`src/rtl/cpu_isa_pkg.sv`:
```
// Shared ISA decode: opcode constants, register field positions and per-instruction
// register usage, so the ID scoreboard and WB control agree on which instructions write.
package cpu_isa_pkg;

  localparam int NREG   = 4;
  localparam int REG_W  = 2;
  localparam int CNT_W  = 2;
  localparam int PERF_W = 16;

  localparam int R1_LSB = 6;
  localparam int R2_LSB = 4;

  localparam logic [REG_W-1:0] ORI_REG = 2'd1;
  localparam logic [CNT_W-1:0] CNT_MAX = '1;

  localparam logic [3:0] OP_LOAD    = 4'b0000;
  localparam logic [3:0] OP_STORE   = 4'b0010;
  localparam logic [3:0] OP_NOP     = 4'b1010;
  localparam logic [2:0] OP_ORI_LO3 = 3'b111;

  typedef struct packed {
    logic [NREG-1:0]  src_mask;
    logic             has_dst;
    logic [REG_W-1:0] dst;
  } regs_t;

  // Priority order mirrors WB control: load, store, nop, ori, then the write-R1 default.
  function automatic regs_t decode_regs(input logic [7:0] ir);
    regs_t            d;
    logic [REG_W-1:0] r1;
    logic [REG_W-1:0] r2;
    logic [NREG-1:0]  m1;
    logic [NREG-1:0]  m2;
    logic [NREG-1:0]  mo;
    r1 = ir[R1_LSB +: REG_W];
    r2 = ir[R2_LSB +: REG_W];
    m1 = '0;
    m2 = '0;
    mo = '0;
    m1[r1] = 1'b1;
    m2[r2] = 1'b1;
    mo[ORI_REG] = 1'b1;
    d.src_mask = m1 | m2;
    d.has_dst  = 1'b1;
    d.dst      = r1;
    if (ir[3:0] == OP_LOAD) begin
      d.src_mask = m2;
    end else if (ir[3:0] == OP_STORE) begin
      d.has_dst = 1'b0;
    end else if (ir[3:0] == OP_NOP) begin
      d.src_mask = '0;
      d.has_dst  = 1'b0;
    end else if (ir[2:0] == OP_ORI_LO3) begin
      d.src_mask = mo;
      d.dst      = ORI_REG;
    end
    return d;
  endfunction

endpackage

```
`src/rtl/rf_pending_counter.sv`:
```
// In-flight write counter for one register; updates one cycle after inc/dec.
// Saturates at max and floors at zero; underflow flags a retire seen at zero.
module rf_pending_counter
  import cpu_isa_pkg::*;
#(
  parameter int W = CNT_W
) (
  input  logic         clock,
  input  logic         reset,
  input  logic         inc,
  input  logic         dec,
  output logic [W-1:0] count,
  output logic         underflow
);

  assign underflow = dec & (count == '0);

  // Simultaneous inc and dec cancel; caller's max-stall keeps inc away from a full counter.
  always_ff @(posedge clock) begin
    if (reset) begin
      count <= '0;
    end else if (inc && !dec && count != '1) begin
      count <= count + 1'b1;
    end else if (dec && !inc && count != '0) begin
      count <= count - 1'b1;
    end
  end

endmodule

```
`src/rtl/rf_hazard_scoreboard.sv`:
```
// Tracks register writes from ID issue to WB retire; stall is combinational from state.
// Stalls ID on pending sources or a full destination counter; no same-cycle WB bypass.
module rf_hazard_scoreboard
  import cpu_isa_pkg::*;
(
  input  logic              clock,
  input  logic              reset,
  input  logic              id_valid,
  input  logic [7:0]        id_ir,
  input  logic              wb_valid,
  input  logic [7:0]        wb_ir,
  output logic              stall,
  output logic [NREG-1:0]   pending,
  output logic [PERF_W-1:0] stall_cycles,
  output logic              underflow_err
);

  regs_t                       id_d;
  regs_t                       wb_d;
  logic [NREG-1:0][CNT_W-1:0]  cnt;
  logic [NREG-1:0]             inc;
  logic [NREG-1:0]             dec;
  logic [NREG-1:0]             uflow;
  logic                        src_hazard;
  logic                        dst_full;
  logic                        issue;
  logic                        retire;

  assign id_d = decode_regs(id_ir);
  assign wb_d = decode_regs(wb_ir);

  // Pending reflects state only, so a source retiring this cycle still stalls.
  always_comb begin
    src_hazard = |(id_d.src_mask & pending);
    dst_full   = id_d.has_dst && (cnt[id_d.dst] == CNT_MAX);
    stall      = id_valid & (src_hazard | dst_full);
    issue      = id_valid & ~stall & id_d.has_dst;
    retire     = wb_valid & wb_d.has_dst;
  end

  for (genvar r = 0; r < NREG; r++) begin : g_reg
    assign inc[r]     = issue  && (id_d.dst == REG_W'(r));
    assign dec[r]     = retire && (wb_d.dst == REG_W'(r));
    assign pending[r] = |cnt[r];

    rf_pending_counter #(.W(CNT_W)) u_cnt (
      .clock     (clock),
      .reset     (reset),
      .inc       (inc[r]),
      .dec       (dec[r]),
      .count     (cnt[r]),
      .underflow (uflow[r])
    );
  end

  always_ff @(posedge clock) begin
    if (reset) begin
      stall_cycles  <= '0;
      underflow_err <= 1'b0;
    end else begin
      if (stall && stall_cycles != '1) begin
        stall_cycles <= stall_cycles + 1'b1;
      end
      if (|uflow) begin
        underflow_err <= 1'b1;
      end
    end
  end

endmodule
```
`config.mk`:
```
export PLATFORM = sky130hd
export DESIGN_NAME = rf_hazard_scoreboard
export DESIGN_NICKNAME = d
export VERILOG_FILES = /design/src/rtl/cpu_isa_pkg.sv /design/src/rtl/rf_pending_counter.sv /design/src/rtl/rf_hazard_scoreboard.sv
export SDC_FILE = /design/constraint.sdc
export NUM_CORES = 1
export LEC_CHECK = 0
export ABC_AREA = 0
export CAP_MARGIN = 20
export CORE_UTILIZATION = 42
export CTS_CLUSTER_DIAMETER = 100
export DETAILED_ROUTE_END_ITERATION = 6
export GPL_ROUTABILITY_DRIVEN = 0
export PLACE_DENSITY = 0.81
export SLEW_MARGIN = 5
export SYNTH_ARGS = -nofsm -noshare
export SYNTH_HDL_FRONTEND = slang
export SYNTH_SLANG_ARGS = --single-unit
```
`constraint.sdc`:
```
create_clock -name clock -period 3.5 [get_ports clock]
set_input_delay 0.525 -clock clock [delete_from_list [all_inputs] [get_ports clock]]
set_output_delay 0.525 -clock clock [all_outputs]
set_load 0.03 [all_outputs]
```
==> results by group <==
Placement
  – Final HPWL DP: 3040 um
  – IO buf count: 38

Power and ir drop
  – Clock power share: 28.4%
  – Seq pwr share: 48.5%
  – Sw power: 181 uW
  – Switching share of power: 29.5%
  – Peak supply drop: 0.164 mV
  – Leak pwr: 0.000704 uW
  – PD cells: 284 nW/um2
  – Pwr Total: 613 uW
  – Internal: 432 uW
  – Comb pwr share: 23.0%

Route
  – Routed len/inst: 13.5 um
  – Total wire length: 4020 um
  – DR vias/cell: 5.86
  – Post-route antenna net violation count: 0
  – Initial DRC Count: 97
  – Vias after detailed routing: 1747
  – Residual DRC: 0
  – Router iterations before antenna repair: 4

Final layout
  – Area growth, synth to finish: 26.1%
  – Commonest non-fill, non-tap cell in the layout: clkdlybuf4s50_1
  – Post-layout net count: 272
  – Ratio of cells with drive above 1 in the final layout: 8.80%
  – Diodes inserted: 0
  – Commonest cells after routing, fill and taps aside: 38 x clkdlybuf4s50_1, 25 x dfxtp_1, 20 x a21oi_1

Logic synthesis
  – YS warnings: 0
  – Post-synth ARST share: 0%
  – Syn Std Cell Area: 1710 um2
  – Post-synthesis compound-gate area fraction: 27.9%
  – Syn_area_per_cell: 8.04 um2
  – Simple-Gate Fraction of Synth Area: 32.0%
  – Syn Nets: 234
  – Mapped Cells: 213
  – Mux cell area share after synthesis: 1.17%
  – Post-synthesis sequential area ratio: 29.2%
  – EDFF count, synth: 0
  – #FFs+latches synth: 25
  – Post-synthesis adder-cell area fraction: 0.730%
  – Post-Synth XOR/XNOR Area: 2.56%
  – Largest family of logic cells by synthesized area: simple AND/OR/NAND/NOR gates
  – Synth Flop Type: dfxtp_1
  – Unique masters post-synth: 59

Clock network
  – Hold-fix buffers at CTS: 0
  – Clock buffer depth: 2
  – PostCTS Resize Cnt: 0
  – Cts bufs inserted: 3
  – CTS tree: done
  – Setup Fix Bufs, Post-CTS: 0
  – # clock sinks: 25
  – Worst-skew pair later-pin latency: 0.27 ns
  – Clock H-tree levels: 1
  – Clock transition at the registers of the reported paths: 0.09 ns
  – Root Driver: clkbuf_8

Critical path
  – Startpoint Class: primary input
  – CP arrival: 2.81 ns
  – Worst R2R Start: g_reg[2].u_cnt.count[0]
  – Crit Path Max Fanout: 9
  – CP required: 2.97 ns
  – CP Capture Type: output port
  – Critical Path Start: id_ir[1]
  – WS Path Type: in2out

Timing
  – Peak Freq: 0.300 GHz
  – Final setup TNS: 0 ns
  – Setup-failing EPs final: 0
  – Max_slew headroom: 52.3%
  – Final Hold Viols: 0
  – Final period utilization: 95.3%
  – Pins Over Slew Limit: 0
  – Worst Max-Slew Pin Slew: 0.707 ns
  – Worst clock skew: 0.00622 ns
  – RSZ-0062 raised after global routing: false
  – Fin crit period: 3.33 ns

Min path
  – HP Start: stall_cycles[11]
  – Worst hold path class: reg2reg

Floorplan
  – Die Width: 65.9 um
  – Placeable Area: 3800 um2
  – Die area: 4340 um2
  – IO Pins: 42
  – Chip Height: 65.9 um
  – Initial cell density of the core: 45.1%
  – # rows: 22

Flow run
  – Max_cap viols: 0

GRT
  – Largest net degree at the start of global routing: 27
  – Antenna violations before repair: 0
  – First-pass GRT wire length: 7030 um
  – Vias in the first global route: 1635
  – Tot GR Track Use: 20.4%
  – GRT Residual Overflow: 0

Run status
  – Status: finished, final reports clean
synthesized netlist by cell type (2+ instances only):
library cell  count  area [um2]
nor4_1            2        12.5
a21boi_0          2        15.0
nor2_1           12        45.0
xor2_1            3        26.3
o31ai_1           7        52.6
dfxtp_1          25         500
or4_1             6        45.0
nor3_1            6        30.0
a211oi_1          3        22.5
nand4_1           6        37.5
mux2i_1           2        20.0
inv_1            10        37.5
buf_2             3        15.0
and3_1            2        12.5
o211ai_1          2        15.0
nand2b_1          2        12.5
a31oi_1           2        12.5
o21ai_0          11        55.1
o21ai_1          11        55.1
nand2_1          17        63.8
nand3_1           9        45.0
and2_1            2        12.5
xnor2_1           2        17.5
o21a_1            2        15.0
clkbuf_1          3        11.3
or3_1             8        50.1
a21oi_1          20         100
nor3b_1           2        15.0
metrics by stage:
stage | cell area, um2 | worst slack, ns | hold slack [ns] | std cells | util, %
6_report | 2160 | 0.165 | 0.506 | 298 | 56.9
3_5_place_dp | 2110 | 0.211 | 0.491 | 294 | 55.6
5_1_grt | 2160 | 0.0178 | 0.545 | 298 | 56.9
2_1_floorplan | 1710 | 1.14 | 0.477 | 213 | -
3_3_place_gp | 2110 | 0.246 | 0.484 | 294 | 55.6
4_1_cts | 2160 | 0.202 | 0.504 | 298 | 56.9
cells by family (layout without fill, tap and decap cells):
logic type | Yosys count | count (layout)
xor gates and xnor gates | 5 | 5
and+or+nand+nor | 90 | 90
muxes | 2 | 2
adders and majority gates | 1 | 1
buffers and inverters | 19 | 56
AOI/OAI and AO/OA | 71 | 71
DFF | 25 | 25
power groups by stage:
stage / sequential [uW] / combinational (uW) / clock [uW]
CTS: 297 / 141 / 182
finish: 297 / 141 / 174
global placement: 304 / 138 / 0
floorplan: 309 / 91.3 / 0
detailed placement: 304 / 140 / 0
global route: 299 / 155 / 189
cell type report:
type | instances | area (um2)
Inverter | 10 | 37.5
Timing Repair Buffer | 42 | 410
Clock buffer | 3 | 41.3
Clock inverter | 1 | 7.51
Sequential cell | 25 | 500
Multi-Input combinational cell | 169 | 1100
Tap cell | 48 | 60.1
Fill cell | 359 | 1640
routing by layer:
metal  part of all wire (%)  global-route usage, %  vias up
li1                       -                      -      884
met1                     48                   27.1      827
met2                     47                   33.2       32
met3                    3.8                   2.07        4
met4                    1.3                   8.70        0
met5                      0                      0        -
sequential cells by signal, indices dropped and copies added (netlist names):
| signal | count |
|---|---|
| underflow_err | 1 |
| g.u_cnt.count | 8 |
| stall_cycles | 16 |
path summary, 6_finish.rpt:
kind / end / slack (ns) / cells after the start
max: stall / 0.17 / 8
min: stall_cycles[11] / 0.51 / 2
max reg2reg: stall_cycles[15] / 1.04 / 9
min reg2reg: stall_cycles[11] / 0.51 / 2
critical path: stages:
cell,delay (ns)
clkdlybuf4s50_1,0.55
nor4_1,0.47
a2111oi_2,0.10
o21ai_1,0.19
nand3_2,0.11
o21ai_2,0.21
inv_1,0.07
clkdlybuf4s50_1,0.59
No activity file was read; power rests on OpenSTA's default activity.
